`config.mk`:
```
export PLATFORM = sky130hd
export DESIGN_NAME = result_serializer
export DESIGN_NICKNAME = d
export VERILOG_FILES = /design/src/rtl/result_serializer_pkg.sv /design/src/rtl/result_serializer_bank.sv /design/src/rtl/result_serializer.sv
export SDC_FILE = /design/constraint.sdc
export NUM_CORES = 1
export LEC_CHECK = 0
export BUFFER_PORTS_ARGS = -buffer_cell sky130_fd_sc_hd__buf_2
export CAP_MARGIN = 20
export CORE_AREA = 2 2 132 134
export CTS_BUF_LIST = sky130_fd_sc_hd__clkbuf_2
export CTS_CLUSTER_DIAMETER = 80
export DETAILED_ROUTE_END_ITERATION = 7
export DIE_AREA = 0 0 134 136
export PLACE_DENSITY = 0.51
export SLEW_MARGIN = 20
export SYNTH_ARGS = -nofsm -noshare
export SYNTH_HDL_FRONTEND = slang
export SYNTH_HIERARCHICAL = 1
export SYNTH_SLANG_ARGS = --single-unit
```
`constraint.sdc`:
```
create_clock -name clk -period 4.1 [get_ports clk]
set_input_delay 0.82 -clock clk [delete_from_list [all_inputs] [get_ports clk]]
set_output_delay 0.82 -clock clk [all_outputs]
set_load 0.01 [all_outputs]
```
`src/rtl/result_serializer_pkg.sv`:
```
// result_serializer_pkg: shared widths, MMU phase constants and serializer FSM states.
package result_serializer_pkg;
    localparam int ACC_W_DEF = 16;
    localparam int OUT_W_DEF = 8;
    localparam logic [2:0] PH_C00     = 3'd2;
    localparam logic [2:0] PH_C01_C10 = 3'd3;
    localparam logic [2:0] PH_C11     = 3'd4;
    localparam logic [2:0] PH_XFER    = 3'd5;
    typedef enum logic {
        S_IDLE   = 1'b0,
        S_STREAM = 1'b1
    } state_t;
endpackage

```
`src/rtl/result_serializer_bank.sv`:
```
// result_bank: four ACC_W registers, each with its own load enable.
module result_bank #(
    parameter int ACC_W = 16
) (
    input  logic                  clk,
    input  logic                  rst,
    input  logic [3:0]            ld,
    input  logic [3:0][ACC_W-1:0] d,
    output logic [3:0][ACC_W-1:0] q
);
    logic [3:0][ACC_W-1:0] bank_q, bank_d;

    always_comb begin
        bank_d = bank_q;
        for (int i = 0; i < 4; i++) bank_d[i] = ld[i] ? d[i] : bank_q[i];
    end

    always_ff @(posedge clk) begin
        if (rst) bank_q <= '0;
        else     bank_q <= bank_d;
    end

    assign q = bank_q;
endmodule

```
`src/rtl/result_serializer.sv`:
```
// result_serializer: captures the 2x2 MMU result over phases 2-4 and streams it
// out as 8 bytes (hi then lo per element) starting one clock after the phase-5 transfer.
module result_serializer
    import result_serializer_pkg::*;
#(
    parameter int ACC_W = ACC_W_DEF,
    parameter int OUT_W = OUT_W_DEF
) (
    input  logic             clk,
    input  logic             rst,
    input  logic             mmu_en,
    input  logic [2:0]       mmu_cycle,
    input  logic [ACC_W-1:0] c00,
    input  logic [ACC_W-1:0] c01,
    input  logic [ACC_W-1:0] c10,
    input  logic [ACC_W-1:0] c11,
    output logic [OUT_W-1:0] data_out,
    output logic             out_valid,
    output logic             frame_start,
    output logic             state_out
);
    state_t                state_q, state_d;
    logic [2:0]            idx_q, idx_d;
    logic [3:0]            flags_q, flags_d;
    logic [OUT_W-1:0]      data_out_q, data_out_d;
    logic                  out_valid_q, out_valid_d;
    logic                  frame_start_q, frame_start_d;
    logic [3:0]            cap_ld;
    logic                  xfer, stream;
    logic [ACC_W-1:0]      sel;
    logic [3:0][ACC_W-1:0] cap_q, out_q;

    result_bank #(.ACC_W(ACC_W)) u_cap_bank (
        .clk (clk),
        .rst (rst),
        .ld  (cap_ld),
        .d   ({c11, c10, c01, c00}),
        .q   (cap_q)
    );

    // The output bank only changes on a transfer, so capture of the next frame
    // can proceed while this one streams.
    result_bank #(.ACC_W(ACC_W)) u_out_bank (
        .clk (clk),
        .rst (rst),
        .ld  ({4{xfer}}),
        .d   (cap_q),
        .q   (out_q)
    );

    always_comb begin
        cap_ld[0]     = mmu_en && mmu_cycle == PH_C00;
        cap_ld[1]     = mmu_en && mmu_cycle == PH_C01_C10;
        cap_ld[2]     = mmu_en && mmu_cycle == PH_C01_C10;
        cap_ld[3]     = mmu_en && mmu_cycle == PH_C11;
        xfer          = mmu_en && mmu_cycle == PH_XFER && (&flags_q);
        flags_d       = (mmu_en && mmu_cycle == PH_XFER) ? 4'b0 : (flags_q | cap_ld);
        stream        = state_q == S_STREAM;
        state_d       = xfer ? S_STREAM : (stream && idx_q == 3'd7) ? S_IDLE : state_q;
        idx_d         = xfer ? 3'd0 : (stream && idx_q != 3'd7) ? idx_q + 3'd1 : idx_q;
        sel           = out_q[idx_q[2:1]];
        data_out_d    = !stream ? '0 : idx_q[0] ? sel[OUT_W-1:0] : sel[ACC_W-1:OUT_W];
        out_valid_d   = stream;
        frame_start_d = stream && idx_q == 3'd0;
    end

    always_ff @(posedge clk) begin
        if (rst) begin
            state_q       <= S_IDLE;
            idx_q         <= '0;
            flags_q       <= '0;
            data_out_q    <= '0;
            out_valid_q   <= 1'b0;
            frame_start_q <= 1'b0;
        end else begin
            state_q       <= state_d;
            idx_q         <= idx_d;
            flags_q       <= flags_d;
            data_out_q    <= data_out_d;
            out_valid_q   <= out_valid_d;
            frame_start_q <= frame_start_d;
        end
    end

    assign data_out    = data_out_q;
    assign out_valid   = out_valid_q;
    assign frame_start = frame_start_q;
    assign state_out   = state_q;
endmodule
```
==> metrics.md <==
| Metric | Value |
|---|---|
| Status | complete, no violations |
| Register area share after synthesis | about half |
| Mapped Area | ~5800 um2 |
| Rows | 48 |
| Crit path DAT | about 1.2 ns |
| DRC | 0 |
| Final Skew | roughly 0.021 ns |
| Hold_buf cts | 0 |
| Fmax | 486 MHz |
| Leak Pwr | 2.29 nW |
| Starting Density | ~34% |
| CP max FO | 3 |
| GRT Util Overall | between 10% and 20% |
| Switching Share | between 20% and 30% |
| Yosys cell types | 27 |
| Drt wl/cell | between 15 and 20 um |
| Placed cell count | 800 |
| Area grow syn2layout | 9.87% |
| Die Ht | roughly 140 um |
| Vias in the first global route | ~3600 |
| Critical path launch point type | register |
| Max Cap Viol | 0 |
| # H-tree levels | 4 |
| Pwr per Cell Area | 370 nW/um2 |
| Antenna violations before repair | 1 |
| Post_cts resized | 0 |
| Synth Net Count | 601 |
| First-pass DRT Iterations | 4 |
| Drt via density | 4.50 |
| Measured slew at the worst slew-check pin | 1.13 ns |
| Clock sinks | 146 |
| Crit share post-route | between 50% and 60% |
| Core ar. | approximately 17000 um2 |
| HP Class | in2reg |
| 1st-iter DRT viols | ~270 |
| Critical path buffer and inverter count | 1 |
| Final Slew Violations | 0 |
| Largest net degree at the start of global routing | 82 |
| Clock share of power | about a third |
| Syn. warnings | 6 |
| Most common cell after layout, fill and taps aside | mux2i_1 |
| Nets | approximately 670 |
| Most frequent cells in the layout | mux2i_1, dfxtp_1, nor2_1 |
| Worst-case clock buffer depth | 2 |
| Int Power | approximately 1.8 mW |
| I/O Pins | 81 |
| PortBufs | 80 |
| Clock transition at path regs | approximately 0.20 ns |
| Highest Signal Layer | met4 |
| Synthesized area per cell | around 11 um2 |
| Switching power | approximately 0.55 mW |
| Final GP Congestion | ~0.78 |
| Final Critical Period | about 2.1 ns |
| Clock Latency Late Sink | around 0.70 ns |
| Number of CTS-inserted buffers | 17 |
| Chip Width | 134 um |
| ANT nets after route | 0 |
| Share of layout cells above drive strength 1 | between 10% and 20% |
| Maximum vdd ir drop | approximately 0.14 mV |
| Worst rel slew slack | 25.0% |
| CP max-delay cell | dfxtp_1 |
| Final setup TNS | 0 ns |
| Met3 wire length | 449 um |
| Crit. End Element | output port |
| First-pass GRT wire length | approximately 20 mm |
| Critical setup path kind | reg2out |
| Worst EP required | 3.28 ns |
| Die footprint | 18200 um2 |
| Finished Cell Area | ~6400 um2 |
| Post-CTS setup buffer count | 0 |
| CP peak stage delay | 0.40 ns |
| Sequential Power Share | about three fifths |
| RSZ-0062 raised after global routing | false |
| Hold Slack | approximately 0.34 ns |
| Post-placement cell area | 6160 um2 |
| HPWL after DPL | slightly below 9 mm |
| Setup-failing EPs final | 0 |
| Final core occ | 37.9% |
| Vias | around 3700 |
| Post-Syn Instances | ~530 |
| Number of fill cells | between 1500 and 2000 |
| CTS tree | yes |
| Final Routed Wirelength | roughly 13 mm |
| Largest delay share family, worst path | flip-flops |
| M1 WL | just under 7 mm |
| Post-Layout Cell Count | 831 |
| Met2 WL | between 5 and 6 mm |
| Final-report hold violation count | 0 |
| CP cell instances | buf_2 |
| Gr ovfl total | 0 |
| CTS root buf | clkbuf_2 |
| Yosys reg bits | 146 |
| Logic pwr share | under 10% |
metrics by stage:
stage	power (mW)	setup WS (ns)
detailed placement	1.57	1.59
global route	2.47	1.87
CTS	2.40	1.93
floorplan	1.53	2.01
global placement	1.57	1.64
finish	2.36	2.04
Yosys cell counts:
library cell / n / share of area [%]
and2_1: 1 / 0.11
dfxtp_1: 146 / 50
nand4b_1: 1 / 0.15
nor3b_1: 1 / 0.13
nor3_1: 3 / 0.26
nand4_1: 1 / 0.11
o21ba_1: 1 / 0.17
nand2b_1: 1 / 0.11
inv_1: 2 / 0.13
and3_1: 8 / 0.86
nand3b_1: 1 / 0.13
o21a_1: 3 / 0.39
a21oi_1: 1 / 0.086
buf_6: 10 / 1.9
nor2_1: 131 / 8.5
mux2i_1: 162 / 28
xnor2_1: 1 / 0.15
buf_2: 14 / 1.2
and4bb_1: 2 / 0.43
buf_12: 10 / 3.4
a22oi_1: 16 / 2.1
inv_2: 1 / 0.064
ha_1: 3 / 0.65
clkbuf_2: 3 / 0.26
and4b_1: 1 / 0.17
nor2b_1: 3 / 0.32
and2b_1: 1 / 0.13
area by class of cell:
cell class                 instances  area, um2  share of cell area [%]
sequential                       146       2920                    45.7
multi-input combinational        342       2490                    39.0
timing repair buffer              84        445                    6.97
tap                              225        282                    4.40
clock inverter                    12        143                    2.23
clock buffer                      18       90.1                    1.41
inverter                           3       11.3                   0.176
antenna                            1       2.50                  0.0391
cells by family (layout without fill, tap and decap cells):
| logic type | count (synthesis) | count (layout) | synth area share, % |
|---|---|---|---|
| muxes | 162 | 162 | 27.9 |
| and+or+nand+nor | 155 | 155 | 11.4 |
| AOI/OAI and AO/OA | 21 | 21 | 2.71 |
| xor gates and xnor gates | 1 | 1 | 0.151 |
| other | 0 | 1 | 0 |
| buffers and inverters | 40 | 117 | 7.03 |
| adders and majority gates | 3 | 3 | 0.645 |
| DFF | 146 | 146 | 50.2 |
path summary, 6_finish.rpt:
| path | depth (start not counted) | end | slack (ns) | startpoint |
|---|---|---|---|---|
| worst min register to register | 1 | flags_q[2]$_SDFF_PP0_ | 0.49 | flags_q[2]$_SDFF_PP0_ |
| worst min-delay path | 3 | u_cap_bank/q[43]$_SDFFE_PP0P_ | 0.34 | c10[11] |
| worst max-delay path | 1 | state_out | 2.04 | state_out$_SDFFE_PP0P_ |
| worst max register to register | 4 | data_out[3]$_SDFF_PP0_ | 2.25 | idx_q[1]$_SDFFE_PP0P_ |
power groups by stage:
stage          clock (mW)  combinational (mW)  sequential, mW
2_1_floorplan           0              0.0585            1.47
3_3_place_gp            0              0.0971            1.47
3_5_place_dp            0              0.0984            1.47
4_1_cts             0.859              0.0987            1.45
5_1_grt             0.917               0.108            1.45
6_report            0.822              0.0968            1.44
metal layers:
layer	track usage, %	up-vias
met5	0	-
met3	3.80	10
met2	20.5	74
met1	20.4	1711
met4	6.38	0
li1	-	1942
registers in the layout (all words and copies together), names as in the netlist:
register,count
data_out,8
u_out_bank/q,64
u_cap_bank/q,64
state_out,1
idx_q,3
flags_q,4
frame_start,1
out_valid,1
No activity file was read; power rests on OpenSTA's default activity.
